$ cat src/rtl/mc_datapath_p_if.sv
`default_nettype none
// +----------------------------------------------------------------------+
// | mc_datapath_p_if : memory bus and controller signals of the datapath  |
// | Rev 1.0                                                               |
// +----------------------------------------------------------------------+
interface mc_datapath_p_if #(
  parameter int unsigned DW = 32
);
  logic [DW-1:0] Adr;
  logic [DW-1:0] WriteData;
  logic [DW-1:0] ReadData;
  logic [31:0]   Instr;
  logic [3:0]    ALUFlags;
  logic          PCWrite;
  logic          RegWrite;
  logic          IRWrite;
  logic          AdrSrc;
  logic [1:0]    RegSrc;
  logic [1:0]    ALUSrcA;
  logic [1:0]    ALUSrcB;
  logic [1:0]    ResultSrc;
  logic [1:0]    ImmSrc;
  logic [2:0]    ALUControl;

  // Controller and memory side
  modport master (
    input  Adr, WriteData, Instr, ALUFlags,
    output ReadData, PCWrite, RegWrite, IRWrite, AdrSrc, RegSrc,
           ALUSrcA, ALUSrcB, ResultSrc, ImmSrc, ALUControl
  );

  // Datapath side
  modport slave (
    output Adr, WriteData, Instr, ALUFlags,
    input  ReadData, PCWrite, RegWrite, IRWrite, AdrSrc, RegSrc,
           ALUSrcA, ALUSrcB, ResultSrc, ImmSrc, ALUControl
  );
endinterface
`default_nettype wire

$ cat src/rtl/mc_datapath_p.sv
`default_nettype none
// +----------------------------------------------------------------------+
// | mc_datapath_p : parametrised multicycle ARM-subset datapath           |
// | Optional macro SHIFT_EN adds a barrel shifter on the register SrcB.   |
// | Rev 1.0                                                               |
// +----------------------------------------------------------------------+
module mc_datapath_p #(
  parameter int unsigned   DW       = 32,
  parameter logic [DW-1:0] RESET_PC = '0
) (
  input  logic           clk,
  input  logic           reset,
  mc_datapath_p_if.slave bus
);

  localparam logic [3:0]  C_PC_IDX = 4'd15;
  localparam int unsigned C_NREGS  = 15;

  logic [DW-1:0] pc_q, pc_d;
  logic [31:0]   ir_q, ir_d;
  logic [DW-1:0] data_q, a_q, wd_q, aluout_q;
  logic [DW-1:0] rf_q [C_NREGS];

  logic [3:0]    w_ra1, w_ra2, w_wa3;
  logic          w_rf_we;
  logic [DW-1:0] w_rd1, w_rd2, w_ext, w_wdsh, w_srca, w_srcb;
  logic [DW-1:0] w_alu, w_result;
  logic [DW:0]   w_sum;
  logic          w_c, w_v;

  assign w_ra1   = bus.RegSrc[0] ? C_PC_IDX : ir_q[19:16];
  assign w_ra2   = bus.RegSrc[1] ? ir_q[15:12] : ir_q[3:0];
  assign w_wa3   = ir_q[15:12];
  assign w_rf_we = bus.RegWrite && (w_wa3 != C_PC_IDX);

  // Index 15 aliases Result; there is no physical R15
  assign w_rd1 = (w_ra1 == C_PC_IDX) ? w_result : rf_q[w_ra1];
  assign w_rd2 = (w_ra2 == C_PC_IDX) ? w_result : rf_q[w_ra2];

  always_comb begin
    case (bus.ImmSrc)
      2'b00:   w_ext = {{(DW-8){1'b0}}, ir_q[7:0]};
      2'b01:   w_ext = {{(DW-12){1'b0}}, ir_q[11:0]};
      2'b10:   w_ext = {{(DW-26){ir_q[23]}}, ir_q[23:0], 2'b00};
      default: w_ext = '0;
    endcase
  end

`ifdef SHIFT_EN
  logic [4:0] w_shamt;
  logic [1:0] w_shtyp;

  assign w_shamt = ir_q[11:7];
  assign w_shtyp = ir_q[6:5];

  always_comb begin
    w_wdsh = wd_q;
    if (!ir_q[25] && (w_shamt != 5'd0)) begin
      case (w_shtyp)
        2'b00:   w_wdsh = wd_q << w_shamt;
        2'b01:   w_wdsh = wd_q >> w_shamt;
        2'b10:   w_wdsh = $signed(wd_q) >>> w_shamt;
        default: w_wdsh = (wd_q >> w_shamt) | (wd_q << (DW - w_shamt));
      endcase
    end
  end
`else
  assign w_wdsh = wd_q;
`endif

  always_comb begin
    case (bus.ALUSrcA)
      2'b00:   w_srca = a_q;
      2'b01:   w_srca = pc_q;
      2'b10:   w_srca = aluout_q;
      default: w_srca = '0;
    endcase
    case (bus.ALUSrcB)
      2'b00:   w_srcb = w_wdsh;
      2'b01:   w_srcb = w_ext;
      2'b10:   w_srcb = DW'(4);
      default: w_srcb = '0;
    endcase
  end

  always_comb begin
    w_sum = '0;
    w_alu = '0;
    w_c   = 1'b0;
    w_v   = 1'b0;
    case (bus.ALUControl)
      3'b000: begin
        w_sum = {1'b0, w_srca} + {1'b0, w_srcb};
        w_alu = w_sum[DW-1:0];
        w_c   = w_sum[DW];
        w_v   = (w_srca[DW-1] == w_srcb[DW-1]) && (w_alu[DW-1] != w_srca[DW-1]);
      end
      3'b001: begin
        // C is the carry of A + ~B + 1, i.e. NOT borrow
        w_sum = {1'b0, w_srca} + {1'b0, ~w_srcb} + {{DW{1'b0}}, 1'b1};
        w_alu = w_sum[DW-1:0];
        w_c   = w_sum[DW];
        w_v   = (w_srca[DW-1] != w_srcb[DW-1]) && (w_alu[DW-1] != w_srca[DW-1]);
      end
      3'b010:  w_alu = w_srca & w_srcb;
      3'b011:  w_alu = w_srca | w_srcb;
      3'b100:  w_alu = w_srca ^ w_srcb;
      3'b101:  w_alu = w_srcb;
      default: w_alu = '0;
    endcase
  end

  always_comb begin
    case (bus.ResultSrc)
      2'b01:   w_result = data_q;
      2'b10:   w_result = w_alu;
      default: w_result = aluout_q;
    endcase
  end

  assign pc_d = bus.PCWrite ? w_result : pc_q;
  assign ir_d = bus.IRWrite ? bus.ReadData[31:0] : ir_q;

  always_ff @(posedge clk) begin
    if (reset) begin
      pc_q     <= RESET_PC;
      ir_q     <= '0;
      data_q   <= '0;
      a_q      <= '0;
      wd_q     <= '0;
      aluout_q <= '0;
      for (int i = 0; i < C_NREGS; i++) begin
        rf_q[i] <= '0;
      end
    end else begin
      pc_q     <= pc_d;
      ir_q     <= ir_d;
      data_q   <= bus.ReadData;
      a_q      <= w_rd1;
      wd_q     <= w_rd2;
      aluout_q <= w_alu;
      if (w_rf_we) begin
        rf_q[w_wa3] <= w_result;
      end
    end
  end

  assign bus.Adr       = bus.AdrSrc ? w_result : pc_q;
  assign bus.WriteData = wd_q;
  assign bus.Instr     = ir_q;
  assign bus.ALUFlags  = {w_alu[DW-1], (w_alu == '0), w_c, w_v};

endmodule
`default_nettype wire

$ cat src/flat_wrapper.sv
// flat-port wrapper written by rule: the top's interface ports become plain ports
module mc_datapath_p_flat 
#(
  parameter int unsigned   DW       = 32,
  parameter logic [DW-1:0] RESET_PC = '0
)
  (clk, reset, bus_Adr, bus_WriteData, bus_Instr, bus_ALUFlags, bus_ReadData, bus_PCWrite, bus_RegWrite, bus_IRWrite, bus_AdrSrc, bus_RegSrc, bus_ALUSrcA, bus_ALUSrcB, bus_ResultSrc, bus_ImmSrc, bus_ALUControl);
  mc_datapath_p_if #(.DW(DW)) bus_i ();
  input  logic clk;
  input  logic reset;
  output wire logic [$bits(bus_i.Adr)-1:0] bus_Adr;
  output wire logic [$bits(bus_i.WriteData)-1:0] bus_WriteData;
  output wire logic [$bits(bus_i.Instr)-1:0] bus_Instr;
  output wire logic [$bits(bus_i.ALUFlags)-1:0] bus_ALUFlags;
  input wire logic [$bits(bus_i.ReadData)-1:0] bus_ReadData;
  input wire logic [$bits(bus_i.PCWrite)-1:0] bus_PCWrite;
  input wire logic [$bits(bus_i.RegWrite)-1:0] bus_RegWrite;
  input wire logic [$bits(bus_i.IRWrite)-1:0] bus_IRWrite;
  input wire logic [$bits(bus_i.AdrSrc)-1:0] bus_AdrSrc;
  input wire logic [$bits(bus_i.RegSrc)-1:0] bus_RegSrc;
  input wire logic [$bits(bus_i.ALUSrcA)-1:0] bus_ALUSrcA;
  input wire logic [$bits(bus_i.ALUSrcB)-1:0] bus_ALUSrcB;
  input wire logic [$bits(bus_i.ResultSrc)-1:0] bus_ResultSrc;
  input wire logic [$bits(bus_i.ImmSrc)-1:0] bus_ImmSrc;
  input wire logic [$bits(bus_i.ALUControl)-1:0] bus_ALUControl;
  assign bus_Adr = bus_i.Adr;
  assign bus_WriteData = bus_i.WriteData;
  assign bus_Instr = bus_i.Instr;
  assign bus_ALUFlags = bus_i.ALUFlags;
  assign bus_i.ReadData = bus_ReadData;
  assign bus_i.PCWrite = bus_PCWrite;
  assign bus_i.RegWrite = bus_RegWrite;
  assign bus_i.IRWrite = bus_IRWrite;
  assign bus_i.AdrSrc = bus_AdrSrc;
  assign bus_i.RegSrc = bus_RegSrc;
  assign bus_i.ALUSrcA = bus_ALUSrcA;
  assign bus_i.ALUSrcB = bus_ALUSrcB;
  assign bus_i.ResultSrc = bus_ResultSrc;
  assign bus_i.ImmSrc = bus_ImmSrc;
  assign bus_i.ALUControl = bus_ALUControl;
  mc_datapath_p #(.DW(DW), .RESET_PC(RESET_PC)) u_core (.clk(clk), .reset(reset), .bus(bus_i));
endmodule
$ cat config.mk
export PLATFORM = sky130hd
export DESIGN_NAME = mc_datapath_p_flat
export DESIGN_NICKNAME = d
export VERILOG_FILES = /design/src/rtl/mc_datapath_p_if.sv /design/src/rtl/mc_datapath_p.sv /design/src/flat_wrapper.sv
export SDC_FILE = /design/constraint.sdc
export NUM_CORES = 2
export LEC_CHECK = 0
export BUFFER_PORTS_ARGS = -buffer_cell sky130_fd_sc_hd__buf_2
export CORE_AREA = 3 3 360 326
export DETAILED_ROUTE_END_ITERATION = 10
export DIE_AREA = 0 0 363 329
export GPL_ROUTABILITY_DRIVEN = 1
export PLACE_DENSITY_LB_ADDON = 0.15
export REMOVE_ABC_BUFFERS = 1
export SETUP_SLACK_MARGIN = 0.2
export SLEW_MARGIN = 20
export SYNTH_ARGS = -nofsm -noshare
export SYNTH_HDL_FRONTEND = slang
export SYNTH_SLANG_ARGS = --single-unit
$ cat constraint.sdc
create_clock -name clk -period 14.35 [get_ports clk]
set_input_delay 4.305 -clock clk [delete_from_list [all_inputs] [get_ports clk]]
set_output_delay 4.305 -clock clk [all_outputs]
set_load 0.02 [all_outputs]
# Yosys cells after proc, flatten, opt, wreduce, memory -nomap -nowiden
# Memory sizes are Yosys's and may differ from the RTL's.
# Index checks and enable logic that the tools add are counted.
# classes
add_sub_neg,3
mux,20
reduce_logical,9
bitwise,4
n_eq_ne,20
# ops
operator,n
one-hot mux 32 bit (3 select lines),3
one-hot mux 32 bit (6 select lines),1
two-way mux 32 bit,4
adder 32 x 32 -> 33 bit,2
one-hot mux 32 bit (2 select lines),1
adder 33 x 1 -> 33 bit (second input constant),1
AND 32 bit,1
zero test 32 bit,1
inverter 32 bit,1
OR 32 bit,1
OR reduction 32 bit,1
bitwise XOR 32 bit,1
two-way mux 4 bit,3
== test 2 x 1 -> 1 bit (second input constant),4
== test 2 bit (second input constant),4
== test 4 bit (second input constant),2
== test 3 x 2 -> 1 bit (second input constant),2
== test 3 bit (second input constant),2
zero test 2 bit,3
two-way mux 1 bit,6
inequality test 4 bit (second input constant),1
one-hot mux 1 bit (2 select lines),2
== test 3 x 1 -> 1 bit (second input constant),1
logical AND 1 bit,3
3 further kinds,5
# totals
output_inout_bits,100
regBits,192
ram_bits,480
input_bits,51
wordCells,63
memories,1
# memory_table
memory,depth,width,rd,rd_ports_with_merged_regs,write_ports,line,rtl
u_core.rf_q,15,32,2,0,15,mc_datapath_p.sv:22,logic [DW-1:0] rf_q [C_NREGS];

# Logic depth before layout (Yosys ltp)
# depth
word_depth,9
depth_mapped,22
ltp_nobuf,18

# Least setup slack after synthesis
# OpenSTA, ideal clock, no wires.
# synth_path
path_kind,input-to-output
from,input bus_ALUSrcA[1]
to,output bus_ALUFlags[2]
stages,16
arrival_ns,8.960
path_buffers,2
slack_ns,1.085
required_ns,10.045
path_cell_list,clkbuf_1 -> clkbuf_1 -> mux2i_1 -> o21a_1 -> ha_1 -> fa_1 -> or2_2 -> a211oi_2 -> o21ai_1 -> o31ai_1 -> xor2_1 -> o221ai_1 -> or4_1 -> or3_1 -> or4_4 -> nor4_2
# synth_between
elab_chain_cells,6
elab_cells_between_ends,12
classes_between,3 x add/sub; 2 x eq/ne; 2 x mux; 3 x bitwise; 2 x reduce/logical
# synth_lines
element,line,rtl
"start, declared",flat_wrapper.sv:21,input wire logic [$bits(bus_i.ALUSrcA)-1:0] bus_ALUSrcA;
== test 2 bit (tied with other cells),mc_datapath_p.sv:72,case (bus.ALUSrcA)
one-hot mux 32 bit (3 select lines) *,mc_datapath_p.sv:72,
adder 32 x 32 -> 33 bit,mc_datapath_p.sv:100,"w_sum = {1'b0, w_srca} + {1'b0, ~w_srcb} + {{DW{1'b0}}, 1'b1};"
adder 33 x 1 -> 33 bit,mc_datapath_p.sv:100,
one-hot mux 32 bit (6 select lines) *,mc_datapath_p.sv:91,case (bus.ALUControl)
zero test 32 bit *,mc_datapath_p.sv:151,"assign bus.ALUFlags = {w_alu[DW-1], (w_alu == '0), w_c, w_v};"
"end, declared",flat_wrapper.sv:14,output wire logic [$bits(bus_i.ALUFlags)-1:0] bus_ALUFlags;
# Every way passes the cells marked *; elsewhere a longest branch is shown, timed or not.

# Worst setup path in the final report
# Ends and elaborated chain as after synthesis.

==> run_results.csv <==
group,metric,value,unit
logic_synthesis,synth.cell_area,39790,um^2
clock_network,cts_setup_buffers,0,
logic_synthesis,yosysWarnings,0,
floorplan,pin_count,151,
logic_synthesis,synth_top_cell_by_area,"edfxtp_1",
run,drv_cap,0,
logic_synthesis,synth_edf_count,507,
route,wirelength,165900,um
global_route,first_global_vias,31590,
global_route,grt_pass1_wl,235300,um
logic_synthesis,synth.top_cell.area_share,0.3826,
pwr,power.switching,1.728,mW
route,postRouteAntennaNets,0,
run_status,outcome,"complete, no violations",
floorplan,die_h,329,um
logic_synthesis,synthDistinctLibCells,92,
sta,period_share,0.9688,
setup_path,end_kind,"primary output",
placement,port_buffers,150,
floorplan,die_area,119400,um^2
clock_network,h-tree-depth,3,
pwr,power.density,122.6,nW/um^2
clock_network,clk_pin_slew_worst_paths,0.06,ns
clock_network,cts_sinks,699,
logic_synthesis,synthTopCellsByCount,"nor2_1, edfxtp_1, nand2_1",
floorplan,die_w,363,um
layout,nNetsFinal,4045,
clock_network,numCtsBuffers,82,
layout,area_growth,13.74,%
sta,worstMarginPinSlew,1.080,ns
placement,place_congestion,0.9113,
clock_network,postCtsHoldBufs,0,
pwr,seq_power_share,0.425,
clock_network,cts_tree,"built",
sta,finalHoldViolCount,0,
pwr,p_clk_frac,0.366,
sta,max_clock_freq,71.93,MHz
sta,layout_min_cycle_time,13.90,ns
clock_network,cts_max_path_buffers,3,
floorplan,start_util,0.3507,
floorplan,core-area,113500,um^2
sta,slew_viol_final,0,
setup_path,cp_max_fo,16,
setup_path,critPathRequiredTime,10.05,ns
route,drt_pass1_iterations,5,
pwr,power_frac_comb,0.208,
route,route.detailed.drc,0,
setup_path,crit_buf_inv,4,
logic_synthesis,async_flop_share,0,
sta,setup_ws,0.4473,ns
setup_path,startpoint_type,"input port",
placement,dp_slack,0.4800,ns
route,vias_per_cell,6.029,
pwr,ir_drop,81.57,uV
setup_path,cp_cell_sequence,"buf_2 > buf_4 > buf_4 > mux2i_1 > o21a_1 > ha_1 > nand2_1 > o32ai_1 > a211oi_1 > and2_1 > o21ai_0 > a32o_1 > o22ai_1 > nor4b_1 > nand4_1 > nor4_2 > buf_2",
setup_path,slowest_delay,0.78,ns
route,vias,32826,
global_route,grt_overflow,0,
pwr,switching_share,0.3115,
layout,fill_cells,10970,
logic_synthesis,ys_seq_area_frac,0.4792,
logic_synthesis,ys_ff_latch,699,
pwr,power,5.547,mW
sta,final-setup-viol-count,0,
logic_synthesis,netlist_instances,3822,
clock_network,clk_latency,0.66,ns
logic_synthesis,ys.flop_type,"edfxtp_1",
setup_path,critical_path_class,"in -> out",
placement,dp_hpwl,105700,um
global_route,grt_antenna_before_repair,14,
global_route,grt_max_degree,66,
setup_path,path_delay_family,"compound AO/OA/AOI/OAI gates",
global_route,grt.total_usage,0.2715,
sta,skew,0.02916,ns
sta,rsz0062_at_grt,"no",
logic_synthesis,yosysMostFrequentCell,"nor2_1",
min_path,hp-class,"reg -> reg",
clock_network,root_buffer,"clkbuf_16",
pwr,internal-power,3.819,mW
logic_synthesis,synth_area_leaders,"edfxtp_1, mux4_2, dfxtp_1",
sta,setup_tns,0,ns
sta,maxSlewHeadroom,0.2775,
layout,layout-drive-gt1-share,0.1831,
route,drt-initial-drc-count,4055,
route,wire_per_inst,30.47,um
floorplan,rows,117,
layout,post-route-util,0.3989,
setup_path,slowest_stage,"a211oi_1",
setup_path,crit_arrival,9.60,ns
logic_synthesis,syn_area_per_cell,10.41,um^2
pwr,p_leak,16.95,nW
through the flow:
step	cell area [um^2]	hold slack, ns	instances
3_3_place_gp	42670	0.4713	5296
6_report	45250	0.4881	5445
3_5_place_dp	42680	0.4755	5296
2_1_floorplan	38540	0.4541	3500
4_1_cts	45230	0.4857	5441
5_1_grt	45240	0.5089	5441
metal layers:
layer  share of wire  GRT usage  up-vias
met5        0.000078          0        -
met4           0.032    0.07944        2
met3           0.085    0.04490      294
met2            0.45     0.4294     1695
met1            0.43     0.3838    16620
li1                -          -    14215
worst paths after layout:
path,start,end,slack [ns],cells after the start
min,u_core.pc_q[11],u_core.pc_q[11],0.49,2
max reg2reg,u_core.bus.Instr[3],u_core.a_q[19],8.17,15
min reg2reg,u_core.pc_q[11],u_core.pc_q[11],0.49,2
max,bus_ALUSrcA[1],bus_ALUFlags[2],0.45,17
power groups by stage:
stage	logic (mW)	clock network, mW	registers [mW]
floorplan	0.692	0	2.38
global placement	1.13	0	2.40
detailed placement	1.13	0	2.40
CTS	1.14	2.06	2.36
global route	1.23	2.14	2.37
finish	1.16	2.03	2.36
tightest hold or removal path, delay by kind of cell, from the launching register on:
kind	cells	cell delay, ns
flip-flops	1	0.32
AND/OR/NAND/NOR	1	0.07
AO/OA/AOI/OAI	1	0.06
what timing repair did:
action                                  CTS  global route
endpoints found under the setup margin    0             1
resized for setup                         0             1
endpoints found under the hold margin     0             0
state kept, by name (all words and copies together) (netlist names):
register              cells
u_core.rf_q             507
u_core.a_q               32
u_core.aluout_q          32
u_core.bus.Instr         32
u_core.bus.WriteData     32
u_core.data_q            32
u_core.pc_q              32
final cells by class:
class / count / area, um^2 / area share
antenna: 4 / 10.01 / 0.0002212
tap: 1487 / 1861 / 0.04111
clock buffer: 110 / 2247 / 0.04966
inverter: 143 / 536.8 / 0.01186
multi-input combinational: 2658 / 19270 / 0.4258
timing repair buffer: 309 / 1953 / 0.04316
sequential: 699 / 19080 / 0.4215
clock inverter: 35 / 301.5 / 0.006663
layout by cell type, fill, tap and decap left out, drive strengths merged, types with 14 or more instances in the layout:
master,instances
or2,15
nand3,81
conb,27
buf,308
mux4,185
a21oi,192
a21o,19
a22oi,16
nor2,711
o22ai,64
o31ai,20
ha,99
inv,145
a2111oi,40
nor3,29
clkinv,28
o221ai,37
a31oi,29
o211ai,23
nor2b,79
a211oi,40
o21a,78
nor4,14
mux2,28
a221oi,39
edfxtp,507
o21ai,107
dfxtp,192
clkbuf,111
nand2b,55
nand2,279
mux2i,143
kinds of logic (layout without fill, tap and decap cells):
| group | count (synthesis) | in the layout | synth area share |
|---|---|---|---|
| xor+xnor | 13 | 13 | 0.002862 |
| fa+ha+maj | 101 | 101 | 0.03214 |
| other cells | 1 | 31 | 0.00009425 |
| compound gates | 825 | 825 | 0.1433 |
| simple gates | 1336 | 1336 | 0.1464 |
| mux | 356 | 356 | 0.1486 |
| flops | 699 | 699 | 0.4792 |
| buf+inv | 491 | 597 | 0.04733 |
No activity file was read; power rests on OpenSTA's default activity.
